<file path="src/rtl/count_6.sv">
// Modulo-N up counter with enable and combinational carry-out.
// Default configuration counts 0..5 and flags the wrap on co.
module count_6 #(
    parameter int MODULUS = 6,
    parameter int WIDTH   = 4
) (
    input  logic             rst,
    input  logic             clk,
    input  logic             en,
    output logic [WIDTH-1:0] count,
    output logic             co
);

    localparam logic [WIDTH-1:0] LAST = WIDTH'(MODULUS - 1);

    logic at_last;
    logic in_range;

    assign at_last  = (count == LAST);
    assign in_range = (count < LAST);

    // Any value at or beyond LAST, legal or corrupt, wraps to zero.
    always_ff @(posedge clk or posedge rst) begin
        if (rst) begin
            count <= '0;
        end else if (en) begin
            if (in_range) begin
                count <= count + WIDTH'(1);
            end else begin
                count <= '0;
            end
        end
    end

    assign co = at_last && en;

endmodule

</file>
<file path="config.mk">
export PLATFORM = sky130hd
export DESIGN_NAME = count_6
export DESIGN_NICKNAME = d
export VERILOG_FILES = /design/src/rtl/count_6.sv
export SDC_FILE = /design/constraint.sdc
export NUM_CORES = 1
export LEC_CHECK = 0
export BUFFER_PORTS_ARGS = -buffer_cell sky130_fd_sc_hd__buf_2
export CAP_MARGIN = 30
export CORE_AREA = 10 10 47 49
export CTS_CLUSTER_SIZE = 28
export DETAILED_ROUTE_END_ITERATION = 12
export DIE_AREA = 0 0 57 59
export PLACE_DENSITY_LB_ADDON = 0.15
export SYNTH_ARGS = -nofsm -noshare
export SYNTH_HDL_FRONTEND = slang
export SYNTH_SLANG_ARGS = --single-unit
</file>
<file path="constraint.sdc">
create_clock -name clk -period 1.74 [get_ports clk]
set_clock_uncertainty 0.1 [all_clocks]
set_input_delay 0 -clock clk [delete_from_list [all_inputs] [get_ports clk]]
set_output_delay 0 -clock clk [all_outputs]
set_load 0.02 [all_outputs]
</file>
==> impl_metrics.tcl, run 1 <==
set metrics [dict create \
    die_area_um2 3360 \
    internal_power_uw 304 \
    rr_startpoint "count[0]" \
    start_util_pct 18.5 \
    p_comb_share_pct 44.1 \
    syn_inst 25 \
    largest_register_ffs 4 \
    finalSetupTns_ps 0 \
    ys_top_cells_by_area "dfrtp_1, ha_1, inv_1" \
    largestRegisters "count: 4 flops" \
    num_rows 14 \
    via_per_inst 4.43 \
    period_share_pct 77.1 \
    drv_slew 0 \
    yosysTopAreaCell "dfrtp_1" \
    placed_cells 48 \
    wirelength_um 626 \
    ys_ff_latch 4 \
    synth_ff_type "dfrtp_1" \
    relSlewSlack_pct 83.8 \
    ant_nets 0 \
    dpl_cell_area_um2 314 \
    fin_nets 45 \
    leakage_nw 0.179 \
    wl_per_cell_um 11.8 \
    die_h_um 59 \
    cts.sink_count 4 \
    finalCriticalPeriod_ps 1340 \
    rrSetupSlack_ps 400 \
    synth_edf_count 0 \
    start_kind "flop" \
    root_buffer "clkbuf_4" \
    first_pass_iters 4 \
    seq_power_share_pct 32.9 \
    area_delta_synth_final_pct 37.7 \
    final_util_pct 25.4 \
    crit_type "reg -> reg" \
    cts_buffers 3 \
    path_clk_slew_ps 40 \
    num_io_pins 8 \
    power_density_nw_per_um2 1480 \
    worstRegToRegCells 4 \
    ys_seq_area_share_pct 38.6 \
    drc 0 \
    worstPathMaxFanout 7 \
    power_frac_clock_pct 23.0 \
    multi_input_area_um2 140 \
    grt_max_degree 8 \
    synth_common_cells "inv_1, dfrtp_1, ha_1, nand2b_1" \
    grt_pass1_wl_mm 1.08 \
    status "complete, no violations" \
    drtIter0Drc 4 \
    track_usage_pct 4.54 \
    syn-num-nets 31 \
    p_switching_uw 224 \
    grt_setup_unrepaired "false" \
    gp_congestion 0.722 \
    top_register "count" \
    r2r_end "count[1]" \
    cts_buffer_depth 2 \
    syn_area_um2 259 \
    die_w_um 57 \
    syn_avg_cell_area_um2 10.4 \
    cp.required_ps 1750 \
    antenna_found_initial 0 \
    tightest_slew_ps 244 \
    clk_latency_ps 240 \
    port_buffers 7 \
    cts_tree "built" \
    hold_violations 0 \
    switching_share_pct 42.4 \
    fin_cells 53 \
    synth_async_sr_flop_share_pct 100 \
    vias 235 \
    core_area_um2 1400 \
    cp_data_arrival_time_ps 1350 \
    yosysTopAreaCellShare_pct 38.6 \
    yosysMostFrequentCell "inv_1" \
    critPathCaptureType "flop" \
    max-vdd-ir-drop_mv 0.403 \
    cts_resized 0 \
    drive_gt1_share_pct 35.1 \
    synth.distinct_cells 14 \
    nFillCells 161 \
    finalInstanceArea_um2 357 \
    overflow 0 \
    first_global_vias 255 \
    ff_latch_area_um2 100 \
    max_cap_violations 0 \
    dpl.hpwl_um 478 \
    hold_class "in -> async" \
    insertedDiodeCount 0 \
    yosys_warnings 0 \
    htreeDepth 1 \
    setup_viol 0 \
    fmax_mhz 746 \
]
==> how the worst max path moves through the flow <==
stage / from / end / slack, ps / cells past startpoint
after floorplan: count[0] / count[1] / 400 / 4
after global placement: count[1] / count[1] / 410 / 4
after detailed placement: count[0] / count[1] / 410 / 4
after CTS: count[0] / count[1] / 400 / 4
after global routing: count[0] / count[0] / 330 / 4
final: count[0] / count[1] / 400 / 4
==> placed cells by master, fill, tap and decap left out, types with 2 or more instances in the layout <==
cell type	Yosys	layout
buf_2	0	7
ha_1	3	3
dfrtp_1	4	4
nand2b_1	3	3
clkbuf_4	0	3
dlygate4sd3_1	0	2
inv_1	5	5
==> worst max-delay path: stages, from the launching register on <==
cell	delay, ps
dfrtp_1	470
inv_1	80
ha_1	220
and2b_1	260
o32ai_2	90
==> kinds of logic after synthesis <==
logic type,synth area share [%]
buffers and inverters,7.25
adders and majority gates,14.5
AOI/OAI and AO/OA,16.4
DFF,38.6
and+or+nand+nor,23.2
==> final cells by class <==
type / count / area share [%]
repair buffers: 9 / 15.4
multi-input cells: 16 / 39.3
well taps: 16 / 5.61
flip-flops and latches: 4 / 28.1
inverters: 5 / 5.26
clock buffers: 3 / 6.32
==> per-stage QoR <==
| step | power, mW | setup slack (ps) | hold slack (ps) |
|---|---|---|---|
| after global placement | 0.405 | 414 | -202 |
| after detailed placement | 0.407 | 415 | -202 |
| after floorplan | 0.334 | 396 | -334 |
| after CTS | 0.539 | 400 | 88.9 |
| final | 0.527 | 399 | 83.7 |
| after global routing | 0.565 | 333 | 122 |
==> metal layers <==
| metal | vias up | global-route usage, % | routed length, um |
|---|---|---|---|
| met1 | 115 | 3.93 | 263 |
| met5 | - | 0 | 0 |
| met2 | 9 | 6.36 | 295 |
| met4 | 0 | 9.06 | 34 |
| met3 | 2 | 0.858 | 34 |
| li1 | 109 | - | - |
==> power groups by stage <==
stage	combinational, mW	clock (mW)	sequential (mW)
2_1_floorplan	0.132	0	0.203
3_3_place_gp	0.235	0	0.170
3_5_place_dp	0.230	0	0.177
4_1_cts	0.237	0.128	0.174
5_1_grt	0.256	0.128	0.181
6_report	0.233	0.121	0.173
==> repair_timing <==
action / in CTS / in global routing
hold buffers: 2 / 0
buffers inserted: 0 / 0
endpoints found under the setup margin: 0 / 0
hold endpoints to repair: 6 / 0
Power figures use the tool's default switching activity.
==> run 2, diff against run 1 <==
==> constraint.sdc (replaced) <==
create_clock -name clk -period 1.1 [get_ports clk]
set_clock_uncertainty 0.1 [all_clocks]
set_input_delay 0 -clock clk [delete_from_list [all_inputs] [get_ports clk]]
set_output_delay 0 -clock clk [all_outputs]
set_load 0.02 [all_outputs]
==> impl_metrics.tcl, run 2 (same netlist as run 1, synthesis figures left out) <==
set metrics [dict create \
    htreeDepth 1 \
    grt_setup_unrepaired "true" \
    min_from "en" \
    fin_nets 55 \
    power_density_nw_per_um2 2460 \
    port_buffers 7 \
    num_io_pins 8 \
    final_common_cell "buf_6" \
    area_delta_synth_final_pct 101 \
    gp_congestion 0.732 \
    die_area_um2 3360 \
    cp_data_arrival_time_ps 1320 \
    worstRegToRegCells 5 \
    crit_type "reg -> reg" \
    hold_class "in -> reg" \
    largest_register_ffs 4 \
    grt_pass1_wl_mm 1.28 \
    start_util_pct 18.5 \
    min_to "count[0]" \
    dpl.hpwl_um 548 \
    rrSetupSlack_ps -190 \
    finalCriticalPeriod_ps 1290 \
    wirelength_um 753 \
    path_clk_slew_ps 40 \
    r2r_end "count[0]" \
    whs_ps 20.6 \
    period_share_pct 118 \
    setup_viol 6 \
    cts_buffers 3 \
    setup_ws_ps -194 \
    drc 0 \
    overflow 0 \
    critPathCaptureType "flop" \
    antenna_found_initial 0 \
    first_global_vias 310 \
    insertedDiodeCount 0 \
    max-vdd-ir-drop_mv 1.14 \
    final_util_pct 37.1 \
    fin_cells 64 \
    drtIter0Drc 0 \
    die_h_um 59 \
    max_cap_violations 0 \
    crit_path_top_delay_cell "dfrtp_2" \
    worstPathMaxFanout 2 \
    path_cells "inv_2 -> buf_6 -> ha_4 -> and2b_1 -> o31ai_2" \
    first_pass_iters 1 \
    num_rows 14 \
    fmax_mhz 773 \
    start_kind "flop" \
    wl_per_cell_um 11.8 \
    cp.required_ps 1130 \
    clk_latency_ps 230 \
    whs_path_depth 3 \
    die_w_um 57 \
    grt_max_degree 8 \
    status "complete, but fails checks" \
    layout_common_cells "buf_6, buf_2, buf_4" \
    top_register "count" \
    largestRegisters "count: 4 flops" \
    core_area_um2 1400 \
    relSlewSlack_pct 82.3 \
    root_buffer "clkbuf_4" \
    cts_buffer_depth 2 \
    cts_tree "built" \
    track_usage_pct 5.14 \
    drv_slew 0 \
    failed_checks "setup timing" \
    cpPeakStageDelay_ps 400 \
    leakage_nw 0.243 \
    placed_cells 54 \
    hold_violations 0 \
    tightest_slew_ps 265 \
    ant_nets 0 \
    rr_startpoint "count[1]" \
    drive_gt1_share_pct 64.6 \
    cts.sink_count 4 \
    vias 262 \
    via_per_inst 4.09 \
]
run 2: timing repair:
item | 4_1_cts | 5_1_grt
setup endpoints to repair | 6 | 6
setup buffers | 4 | 0
hold buffers | 3 | 0
endpoints found under the hold margin | 5 | 0
resized for setup | 13 | 3
pin swaps | 2 | 1
run 2: worst max-delay path by stage:
stage / from / endpoint / slack [ps]
after floorplan: count[0] / count[1] / -160
after global placement: count[0] / count[1] / -120
after detailed placement: count[0] / count[0] / -150
after CTS: count[1] / count[0] / -210
after global routing: count[1] / co / -250
final: count[1] / count[0] / -190
run 2: metrics by stage:
| step | power, mW | setup WS, ps | instance area, um^2 | setup TNS [ps] |
|---|---|---|---|---|
| after global placement | 0.822 | -116 | 377 | -371 |
| after floorplan | 0.578 | -156 | 277 | -318 |
| after global routing | 1.38 | -248 | 520 | -1210 |
| final | 1.28 | -194 | 520 | -889 |
| after detailed placement | 0.841 | -150 | 377 | -402 |
| after CTS | 1.25 | -210 | 508 | -937 |
run 2: per-layer routing:
| metal | GRT usage, % | wire (um) |
|---|---|---|
| met1 | 4.28 | 313 |
| met2 | 8.84 | 399 |
| met3 | 3.00 | 18 |
| met4 | 4.03 | 21 |
| met5 | 0 | 0 |
run 2: final cells by class:
type	count	area [um^2]
Fill cell	149	881
Multi-Input combinational cell	16	193
Timing Repair Buffer	19	160
Sequential cell	4	103
Clock buffer	4	26.3
Tap cell	16	20.0
Inverter	5	18.8
run 2: power by group:
| part | total, mW | switching [mW] | internal (mW) |
|---|---|---|---|
| Sequential | 0.267 | 0.0631 | 0.204 |
| Combinational | 0.822 | 0.372 | 0.450 |
| Clock | 0.191 | 0.0553 | 0.136 |
| Total | 1.28 | 0.491 | 0.789 |
run 2: worst max-delay path: cells and delay by family, from the launching register on:
kind	cells	cell delay [ps]
AOI/OAI and AO/OA	1	200
adders and majority gates	1	110
buffers and inverters	2	180
DFF	1	400
and+or+nand+nor	1	200
